<file path="src/rtl/clk_div_pkg.sv">
// Shared types and constants for the programmable clock divider (clk_div_n).
package clk_div_pkg;

  localparam int DIV_W_DEF = 8;
  localparam int MIN_DIV   = 2;

  typedef logic [DIV_W_DEF-1:0] div_t;

  // Run-control state: halted parks the counter at N-1, ready to wrap.
  typedef enum logic {
    RUN_HALTED = 1'b0,
    RUN_ACTIVE = 1'b1
  } run_state_t;

  // Waveform reference values shared with the testbench.
  localparam int   WAVE_DEFAULT_DIV = 3;
  localparam div_t WAVE_RESET_DIV   = div_t'(WAVE_DEFAULT_DIV);

  // Number of posedge-register high cycles for a divisor n.
  function automatic int wave_high_cycles(input int n);
    return n / 2;
  endfunction

  function automatic bit div_is_legal(input int n);
    return n >= MIN_DIV;
  endfunction

endpackage

</file>
<file path="src/rtl/clk_div_shadow.sv">
// Shadow divisor register for clk_div_n: legality check, pending flag and
// error pulse; the top module hands over the shadow value on its apply strobe.
module clk_div_shadow
  import clk_div_pkg::*;
#(
  parameter int DIV_W = DIV_W_DEF
) (
  input  logic             clk,
  input  logic             rst,
  input  logic             load,
  input  logic [DIV_W-1:0] div_new,
  input  logic             apply,
  output logic [DIV_W-1:0] shadow_div,
  output logic             pending,
  output logic             err
);

  logic legal;

  assign legal = (div_new >= DIV_W'(MIN_DIV));

  // A legal load always wins over a same-edge apply so it lands on the next wrap.
  always_ff @(posedge clk) begin
    if (rst) begin
      shadow_div <= DIV_W'(MIN_DIV);
      pending    <= 1'b0;
      err        <= 1'b0;
    end else begin
      err <= load & ~legal;
      if (load && legal) begin
        shadow_div <= div_new;
        pending    <= 1'b1;
      end else if (apply) begin
        pending <= 1'b0;
      end
    end
  end

endmodule

</file>
<file path="src/rtl/clk_div_n.sv">
// Runtime-programmable integer clock divider with tick output and glitch-free
// divisor/enable changes. Optional odd-N 50% duty via `CLK_DIV_ODD_DUTY50_EN.
module clk_div_n
  import clk_div_pkg::*;
#(
  parameter int DIV_W       = DIV_W_DEF,
  parameter int DEFAULT_DIV = 3
) (
  input  logic             clk,
  input  logic             rst,
  input  logic             en_i,
  input  logic [DIV_W-1:0] div_i,
  input  logic             div_load_i,
  output logic             clk_q,
  output logic             tick_o,
  output logic [DIV_W-1:0] div_cur_o,
  output logic             load_pending_o,
  output logic             div_err_o,
  output logic             running_o
);

  if (DIV_W < 2 || DIV_W > 30) begin : g_bad_width
    $error("clk_div_n: DIV_W must be in 2..30");
  end
  if (DEFAULT_DIV < MIN_DIV || DEFAULT_DIV > ((1 << DIV_W) - 1)) begin : g_bad_default
    $error("clk_div_n: DEFAULT_DIV out of range 2..2^DIV_W-1");
  end

  localparam logic [DIV_W-1:0] RESET_DIV = DIV_W'(DEFAULT_DIV);

  run_state_t       state, state_next;
  logic [DIV_W-1:0] cnt, cnt_next;
  logic [DIV_W-1:0] div_cur, div_next;
  logic [DIV_W-1:0] half;
  logic [DIV_W-1:0] shadow_div;
  logic             pending;
  logic             pos_q, pos_next;
  logic             tick_q;
  logic             at_last;
  logic             wrap, hold, idle_apply, apply;

  assign half    = div_cur >> 1;
  assign at_last = (cnt == div_cur - 1'b1);
  assign apply   = pending & (wrap | idle_apply);

  clk_div_shadow #(
    .DIV_W(DIV_W)
  ) u_shadow (
    .clk       (clk),
    .rst       (rst),
    .load      (div_load_i),
    .div_new   (div_i),
    .apply     (apply),
    .shadow_div(shadow_div),
    .pending   (pending),
    .err       (div_err_o)
  );

  always_ff @(posedge clk) begin
    if (rst) begin
      state <= RUN_HALTED;
    end else begin
      state <= state_next;
    end
  end

  // Enable is only honoured at the period boundary, so a dropped en_i lets the
  // current period finish before the counter parks at N-1.
  always_comb begin
    state_next = state;
    wrap       = 1'b0;
    hold       = 1'b0;
    idle_apply = 1'b0;
    case (state)
      RUN_ACTIVE: begin
        if (at_last) begin
          if (en_i) begin
            wrap = 1'b1;
          end else begin
            hold       = 1'b1;
            state_next = RUN_HALTED;
          end
        end
      end
      RUN_HALTED: begin
        if (en_i) begin
          wrap       = 1'b1;
          state_next = RUN_ACTIVE;
        end else if (pending) begin
          idle_apply = 1'b1;
        end
      end
      default: state_next = RUN_HALTED;
    endcase
  end

  always_comb begin
    div_next = apply ? shadow_div : div_cur;
    cnt_next = cnt;
    pos_next = pos_q;
    if (wrap) begin
      cnt_next = '0;
      pos_next = 1'b1;
    end else if (idle_apply) begin
      cnt_next = shadow_div - 1'b1;
      pos_next = 1'b0;
    end else if (hold || state == RUN_HALTED) begin
      pos_next = 1'b0;
    end else begin
      cnt_next = cnt + 1'b1;
      if (cnt + 1'b1 == half) begin
        pos_next = 1'b0;
      end
    end
  end

  always_ff @(posedge clk) begin
    if (rst) begin
      cnt     <= RESET_DIV - 1'b1;
      div_cur <= RESET_DIV;
      pos_q   <= 1'b0;
      tick_q  <= 1'b0;
    end else begin
      cnt     <= cnt_next;
      div_cur <= div_next;
      pos_q   <= pos_next;
      tick_q  <= wrap;
    end
  end

`ifdef CLK_DIV_ODD_DUTY50_EN
  logic neg_q;
  logic odd_stretch_q;

  always_ff @(negedge clk) begin
    if (rst) begin
      neg_q <= 1'b0;
    end else begin
      neg_q <= pos_q;
    end
  end

  // Masks a stale negedge sample on the reset edge and for even divisors.
  always_ff @(posedge clk) begin
    if (rst) begin
      odd_stretch_q <= 1'b0;
    end else begin
      odd_stretch_q <= div_next[0];
    end
  end

  assign clk_q = pos_q | (neg_q & odd_stretch_q);
`else
  assign clk_q = pos_q;
`endif

  assign tick_o         = tick_q;
  assign div_cur_o      = div_cur;
  assign load_pending_o = pending;
  assign running_o      = (state == RUN_ACTIVE);

endmodule

</file>
<file path="config.mk">
export PLATFORM = sky130hd
export DESIGN_NAME = clk_div_n
export DESIGN_NICKNAME = d
export VERILOG_FILES = /design/src/rtl/clk_div_pkg.sv /design/src/rtl/clk_div_shadow.sv /design/src/rtl/clk_div_n.sv
export SDC_FILE = /design/constraint.sdc
export NUM_CORES = 1
export LEC_CHECK = 0
export CAP_MARGIN = 25
export CORE_MARGIN = 2
export CORE_UTILIZATION = 43
export DETAILED_ROUTE_END_ITERATION = 8
export SYNTH_ARGS = -nofsm -noshare
export SYNTH_HDL_FRONTEND = slang
export SYNTH_HIERARCHICAL = 1
export SYNTH_SLANG_ARGS = --single-unit
</file>
<file path="constraint.sdc">
create_clock -name clk -period 5 [get_ports clk]
set_input_delay 1 -clock clk [delete_from_list [all_inputs] [get_ports clk]]
set_output_delay 1 -clock clk [all_outputs]
set_load 0.03 [all_outputs]
</file>
==> flow_summary_export.csv, run 1 <==
group,metric,value,unit
worst_setup_path,reg2reg_depth,8,
yosys,ys_top_cells_by_area,"dfxtp_1, xnor2_1, nand2b_1",
worst_setup_path,arrival,1.74,ns
worst_setup_path,worst-path-stages,1,
timing,fmax,0.3655,GHz
worst_setup_path,cp-start-kind,"flop",
yosys,syn_nets,273,
run_status,status,"finished clean",
yosys,yosys_register_bits,29,
finish,layout.nets,286,
place,gp_congestion,0.8086,
timing,finalSetupViolations,0,
finish,final_layout_size_suffix_gt1_share,7.721,%
min_path,holdCritPathClass,"flop to flop",
timing,tightest_slew,0.5764,ns
drt,drtPass1Iterations,4,
worst_setup_path,rrSetupSlack,2.30,ns
clock_tree,insertion_delay,0.28,ns
yosys,yosys.area_share.simple,34.29,%
drt,routed_via_density,5.345,
clock_tree,postCtsHoldBufs,0,
die,core.rowCount,25,
timing,rsz0062_at_grt,"no",
clock_tree,cts_sinks,29,
worst_setup_path,cp_slowest_cell,"clkdlybuf4s50_1",
pwr,leakagePower,0.8529,nW
finish,diodes,0,
yosys,synthFlopType,"dfxtp_1",
drt,wl_per_cell,14.33,um
place,port-buffer-count,24,
timing,fin_skew,0.007627,ns
clock_tree,cts_resized,0,
timing,period_needed,2.736,ns
worst_setup_path,cp_max_fo,16,
place,dp_hpwl,3538,um
clock_tree,clockBufferDepth,2,
yosys,synth_top_area_cell,"dfxtp_1",
worst_setup_path,r2r_start,"div_cur_o[1]",
grt,grt_pass1_wl,8004,um
drt,vias,1812,
die,chipWidth,73.92,um
finish,layout.cell_area.non_filler,2421,um2
worst_setup_path,critical_path_class,"flop to output pin",
worst_setup_path,cp_slowest_stage_delay,0.78,ns
grt,antenna_found_initial,0,
worst_setup_path,crit_path_start,"running_o",
yosys,synthTopCellsByCount,"dfxtp_1, nand2_1, nand2b_1, nor2_1, xnor2_1",
pwr,power_density,276.6,nW/um2
yosys,ys_warn_count,6,
yosys,syn_area,2102,um2
yosys,muxShareOfSynthArea,5.357,%
clock_tree,clk_pin_slew_worst_paths,0.06,ns
worst_setup_path,crit_end,"running_o",
yosys,synthXorXnorAreaFrac,11.25,%
run,drv_cap,0,
drt,drtAntennaViolNets,0,
pwr,power.ir.vdd_worst,0.1105,mV
worst_setup_path,crit_family,"buffers and inverters",
timing,timing_hold_violations_final,0,
place,place_area,2335,um2
die,core,4723,um2
pwr,finalPower,0.6697,mW
timing,drv_slew,0,
worst_setup_path,r2r-end,"clk_q",
die,io_pins,25,
grt,grt_max_degree,49,
clock_tree,cts_made_buffers,5,
yosys,synth-edff-count,0,
yosys,synth_top_family_by_area,"simple AND/OR/NAND/NOR gates",
yosys,syn_avg_cell_area,8.147,um2
die,die_h,73.92,um
timing,tns,0,ns
grt,track_usage,19.26,%
yosys,yosys.cell_types.count,52,
clock_tree,cts_max_level,2,
drt,drtIter0Drc,67,
yosys,yosysSeqAreaShare,27.62,%
clock_tree,cts_tree,"yes",
place,post-place-ws,2.317,ns
drt,drc_errors,0,
yosys,synth_top_area_share,27.62,%
worst_setup_path,endpoint_kind,"output pin",
clock_tree,postCtsSetupBuffers,0,
die,initial_core_util,44.50,%
worst_setup_path,cp_data_required_time,4.00,ns
drt,wirelength,4859,um
yosys,synth_compound_area_share,13.93,%
yosys,synthCells,258,
grt,first_global_vias,1595,
clock_tree,cts_root_buf,"clkbuf_8",
die,die-area,5463,um2
finish,area_delta_synth_final,15.18,%
timing,slew_headroom,61.49,%
grt,grt_overflow_total,0,
timing,layout_worst_path_cycle_share,54.71,%
yosys,yosysMostFrequentCell,"dfxtp_1",
yosys,async_flop_share,0,%
yosys,synthAdderAreaFrac,1.786,%
worst_setup_path,worstPathCellList,"clkdlybuf4s50_1",
worst_setup_path,worst-path-buf-inv,1,
timing,worst_slack,2.264,ns
## area by class of cell
| type | instances | area, um2 |
|---|---|---|
| clock buffers | 5 | 68.82 |
| clock inverters | 3 | 17.52 |
| fillers | 480 | 2302 |
| inverters | 6 | 22.52 |
| multi-input cells | 204 | 1400 |
| flip-flops and latches | 29 | 580.6 |
| well taps | 67 | 83.83 |
| repair buffers | 25 | 247.7 |
## sequential cells by signal, summed over array words and instances, names as in the netlist
name / cells
cnt: 8
div_cur_o: 8
u_shadow/shadow_div: 8
clk_q: 1
running_o: 1
tick_o: 1
u_shadow/err: 1
u_shadow/pending: 1
## routing by layer
layer / wire (um) / GRT usage, % / vias to the layer above
li1: - / - / 930
met2: 2146 / 26.98 / 44
met3: 170 / 3.567 / 8
met5: 0 / 0 / -
met4: 62 / 7.273 / 0
met1: 2479 / 29.01 / 830
## kinds of logic after synthesis
logic type / count (synthesis)
adder cells (fa/ha/maj): 3
multiplexers: 11
XOR/XNOR: 27
AND/OR/NAND/NOR: 119
buffers and inverters: 25
flip-flops: 29
AO/OA/AOI/OAI: 44
## power by group
part / internal (mW) / total [mW] / switching (mW) / leakage (nW)
clock network: 0.0957 / 0.187 / 0.0917 / 0.0439
logic: 0.0968 / 0.200 / 0.103 / 0.571
registers: 0.248 / 0.283 / 0.0352 / 0.238
total: 0.440 / 0.670 / 0.230 / 0.853
## how the worst min path moves through the flow
stage | endpoint | slack [ns] | depth (start not counted) | startpoint
after CTS | u_shadow/shadow_div[7] | 0.50 | 2 | u_shadow/shadow_div[7]
after floorplan | u_shadow/shadow_div[7] | 0.47 | 2 | u_shadow/shadow_div[7]
after global placement | u_shadow/shadow_div[7] | 0.49 | 2 | u_shadow/shadow_div[7]
final | u_shadow/shadow_div[7] | 0.50 | 2 | u_shadow/shadow_div[7]
after global routing | u_shadow/shadow_div[7] | 0.53 | 2 | u_shadow/shadow_div[7]
after detailed placement | u_shadow/shadow_div[7] | 0.49 | 2 | u_shadow/shadow_div[7]
## cell usage in the layout (no fill, tap or decap), types with 7 or more instances in the layout
| cell | instances |
|---|---|
| nand2_1 | 21 |
| xor2_1 | 9 |
| mux2i_1 | 9 |
| clkdlybuf4s50_1 | 24 |
| o21ai_0 | 8 |
| nor2_1 | 18 |
| nand3b_1 | 7 |
| dfxtp_1 | 29 |
| nor3_1 | 9 |
| a21oi_1 | 11 |
| nand2b_1 | 20 |
| xnor2_1 | 18 |
## per-stage QoR
stage	hold WS (ns)	cells	util, %
6_report	0.5002	339	51.26
4_1_cts	0.5004	339	51.26
2_1_floorplan	0.4668	258	-
5_1_grt	0.5349	339	51.26
3_3_place_gp	0.4858	331	49.43
3_5_place_dp	0.4878	331	49.43
Power figures use the tool's default switching activity.
==> inputs of run 2 (changes only) <==
==> constraint.sdc (replaced) <==
create_clock -name clk -period 2.7 [get_ports clk]
set_input_delay 0.54 -clock clk [delete_from_list [all_inputs] [get_ports clk]]
set_output_delay 0.54 -clock clk [all_outputs]
set_load 0.03 [all_outputs]
==> flow_summary_export.csv, run 2 (synthesis gave the netlist of run 1 again) <==
group,metric,value,unit
run_status,status,"finished clean",
drt,wl_per_cell,14.18,um
finish,layout.nets,295,
clock_tree,cts_max_level,2,
timing,layout_worst_path_cycle_share,82.92,%
timing,period_needed,2.239,ns
timing,drv_slew,0,
clock_tree,cts_root_buf,"clkbuf_8",
clock_tree,cts_resized,0,
timing,hold_slack,0.5046,ns
die,die_h,73.92,um
min_path,holdCritPathClass,"flop to flop",
place,place_area,2402,um2
clock_tree,postCtsSetupBuffers,0,
run,drv_cap,0,
min_path,worstHoldStart,"u_shadow/shadow_div[7]",
pwr,power_density,506.9,nW/um2
clock_tree,postCtsHoldBufs,0,
place,port-buffer-count,24,
drt,vias,1860,
worst_setup_path,cp_max_fo,13,
finish,layout.cell_area.non_filler,2489,um2
place,numPlacedInstances,340,
finish,final_layout_size_suffix_gt1_share,10.68,%
finish,mostFrequentLayoutCells,"dfxtp_1, clkdlybuf4s50_1, nand2_1",
die,core.rowCount,25,
clock_tree,clk_pin_slew_worst_paths,0.07,ns
finish,n_fill_cell,456,
die,io_pins,25,
place,gp_congestion,0.8343,
timing,tightest_slew,0.4811,ns
grt,first_global_vias,1789,
die,die-area,5463,um2
finish,diodes,0,
worst_setup_path,crit_path_start,"div_cur_o[2]",
die,chipWidth,73.92,um
worst_setup_path,endpoint_kind,"flop",
finish,instances_no_fill,348,
drt,wirelength,4936,um
timing,rsz0062_at_grt,"no",
drt,drtIter0Drc,183,
worst_setup_path,arrival,2.39,ns
grt,grt_max_degree,40,
finish,area_delta_synth_final,18.39,%
pwr,power.ir.vdd_worst,0.2358,mV
worst_setup_path,cp-start-kind,"flop",
timing,slew_headroom,67.93,%
worst_setup_path,r2r_start,"div_cur_o[2]",
timing,tns,0,ns
clock_tree,cts_sinks,29,
timing,finalSetupViolations,0,
die,core,4723,um2
finish,mostFrequentLayoutCell,"dfxtp_1",
clock_tree,cts_tree,"yes",
clock_tree,cts_made_buffers,5,
timing,timing_hold_violations_final,0,
grt,antenna_found_initial,0,
worst_setup_path,critical_path_class,"flop to flop",
grt,grt_overflow_total,0,
clock_tree,insertion_delay,0.28,ns
worst_setup_path,cp_data_required_time,2.85,ns
place,dp_hpwl,3657,um
drt,drtPass1Iterations,4,
timing,fmax,0.4467,GHz
drt,drtAntennaViolNets,0,
grt,track_usage,20.56,%
clock_tree,clockBufferDepth,2,
drt,drc_errors,0,
die,initial_core_util,44.50,%
timing,fin_skew,0.008050,ns
drt,routed_via_density,5.345,
pwr,leakagePower,0.8981,nW
grt,grt_pass1_wl,8625,um
==> run 2: changes by cell type in the layout (fill, tap and decap cells not counted) <==
cell   previous run  this run
buf_4             1        10
==> run 2: worst paths after layout <==
check / to / slack (ns) / cells after the start
max: cnt[5] / 0.46 / 7
max reg2reg: cnt[5] / 0.46 / 7
min: u_shadow/shadow_div[7] / 0.50 / 2
min reg2reg: u_shadow/shadow_div[7] / 0.50 / 2
==> run 2: cell type report <==
cell class              instances  area, um2  area share, %
multi-input cells             204       1400          56.26
flip-flops and latches         29      580.6          23.33
repair buffers                 34      315.3          12.67
well taps                      67      83.83          3.369
clock buffers                   5      68.82          2.765
inverters                       6      22.52         0.9050
clock inverters                 3      17.52         0.7039
==> run 2: worst max-delay path, stage by stage, from the launching register on <==
cell and delay (ns):
dfxtp_1 0.58, nor3_1 0.14, and3_4 0.21, nor4_4 0.36, and4_1 0.32, buf_4 0.21, a2bb2oi_1 0.18, o21ai_0 0.10
==> run 2: report_power, final <==
group	leakage, nW	internal [mW]	switching (mW)
Sequential	0.238	0.458	0.0475
Combinational	0.616	0.199	0.216
Clock	0.0439	0.177	0.163
Total	0.898	0.835	0.427
==> run 2: metal layers <==
metal | global-route usage, % | up-vias | wire (um)
met3 | 4.527 | 6 | 275
met4 | 7.475 | 0 | 70
met1 | 29.64 | 855 | 2432
li1 | - | 946 | -
met5 | 0 | - | 0
met2 | 29.96 | 53 | 2158
==> run 2: through the flow <==
stage / power (mW) / utilization, % / setup WS (ns)
after CTS: 1.275 / 52.69 / 0.4644
after global routing: 1.351 / 52.69 / 0.2873
final: 1.262 / 52.69 / 0.4612
after floorplan: 0.8294 / - / 0.2717
after global placement: 0.9245 / 50.86 / 0.5333
after detailed placement: 0.9257 / 50.86 / 0.4843
==> edit, RTL diff (settings of run 2) <==
Register the outputs `load_pending_o` and `running_o`, with the module's reset; this adds one clock of latency there. The other outputs are not delayed to match.
--- a/src/rtl/clk_div_n.sv
+++ b/src/rtl/clk_div_n.sv
@@ -156,8 +156,15 @@
 
   assign tick_o         = tick_q;
   assign div_cur_o      = div_cur;
-  assign load_pending_o = pending;
-  assign running_o      = (state == RUN_ACTIVE);
+  always_ff @(posedge clk) begin
+    if (rst) begin
+      load_pending_o <= '0;
+      running_o      <= '0;
+    end else begin
+      load_pending_o <= pending;
+      running_o      <= (state == RUN_ACTIVE);
+    end
+  end
 
 endmodule
 
Function: changed (a bounded check fails within 4 cycles, from zero or initial values and one cycle with rst high).
==> edit against run 2 <==
  * Sequential power grew 4.2%
  * Clock skew shrank 0.0045 ns
  * Synthesized area shrank 6.1%
  * Sequential share of layout area grew 3.3 points
  * Design area shrank 6.3%
  * Wire length shrank 4.1%
  * Setup slack lost 0.17 ns
  * Core utilization grew 0.51 points
  * Clock power grew 21%
  * Synthesized cell count shrank 11%
  * Sequential cell count grew 2
  * Via count shrank 8.1%
  * Total power grew 1.9%
==> edit: results (changes against run 2) <==
status - finished clean
vias - 1709 (-8.1%)
syn_nets - 244 (-11%)
setup slack, reg-to-reg - 0.30 ns (-0.17 ns)
sequential share of power - 41.0% (+0.9 points)
min-delay src - clk_q
sequential fraction of the synthesis area - 31.4% (+3.8 points)
Synth area leaders - dfxtp_1 31%, xnor2_1 7.5%, mux2i_1 6.1%
GPL Wtd Cong - 0.832 (-0.32%)
Hold Path Depth - 2 (unchanged)
Placed Area - 2230 µm² (-7.2%)
P_sw - 0.000406 W (-4.9%)
met2 routed WL - 2060 µm (-4.4%)
CP Max Fanout - 11 (-2)
slowest CP cell - o41a_1
met3 usage - 4.50% (-0.026 points)
global-route wire length before repair - 8310 µm (-3.6%)
end of the worst register-to-register path - div_cur_o[0]
met2 GRT Util - 31.0% (+1.0 points)
DP Cell Count - 294 (-14%)
Worst Hold End - clk_q
layout cells sized above 1 - 10.0% (-0.68 points)
average vias per placed instance - 5.66 (+5.9%)
met1 WL - 2370 µm (-2.5%)
crit path DAT - 2.58 ns (+0.19 ns)
Comb power - 0.000348 W (-16%)
peak supply drop - 284 µV (+20%)
Comb power frac - 27.1% (-5.8 points)
static leakage - 0.888 nW (-1.1%)
Crit path max-delay family - compound AO/OA/AOI/OAI gates
Post-synth top cells - 31 x dfxtp_1, 17 x xnor2_1, 16 x nor2_1, 14 x nand2_1, 12 x mux2i_1
WL/cell - 15.7 µm (+11%)
mean post-synth cell area - 8.62 µm² (+5.8%)
overall routing resource usage - 20.7% (+0.15 points)
Slew HR - 60.3% (-7.6 points)
edit: cell families after synthesis:
group | share of synthesized area, %
compound gates | 16.6
xor+xnor | 11.5
fa+ha+maj | 1.90
buf+inv | 6.02
flops | 31.4
mux | 6.65
simple gates | 25.9
edit: worst register-to-register path, stage by stage (launching register included):
cell      delay (ns)
dfxtp_1         0.33
inv_1           0.05
ha_1            0.29
xnor2_1         0.14
a211oi_2        0.23
nand4b_2        0.21
o41a_1          0.68
a211o_1         0.36
edit: worst max-delay path by stage:
stage / end / start / cells past startpoint / slack [ns]
after floorplan: div_cur_o[0] / div_cur_o[0] / 8 / 0.20
after global placement: div_cur_o[1] / div_cur_o[3] / 6 / 0.36
after detailed placement: div_cur_o[0] / div_cur_o[0] / 7 / 0.30
after CTS: div_cur_o[0] / div_cur_o[0] / 7 / 0.29
after global routing: cnt[7] / div_cur_o[0] / 8 / 0.13
final: div_cur_o[0] / div_cur_o[0] / 7 / 0.30
edit: final cells by class:
| class | count | area (µm²) |
|---|---|---|
| Inverter | 8 | 30.0 |
| Sequential cell | 31 | 621 |
| Clock inverter | 1 | 7.51 |
| Clock buffer | 7 | 96.3 |
| Timing Repair Buffer | 29 | 278 |
| Multi-Input combinational cell | 174 | 1230 |
| Tap cell | 52 | 65.1 |
| Fill cell | 420 | 2050 |
edit: per-stage QoR:
| stage | setup WS [ns] | hold slack, ns | util, % |
|---|---|---|---|
| floorplan | 0.198 | 0.466 | - |
| global placement | 0.361 | 0.488 | 50.8 |
| detailed placement | 0.301 | 0.487 | 50.8 |
| CTS | 0.293 | 0.502 | 53.2 |
| global route | 0.133 | 0.533 | 53.2 |
| finish | 0.296 | 0.497 | 53.2 |
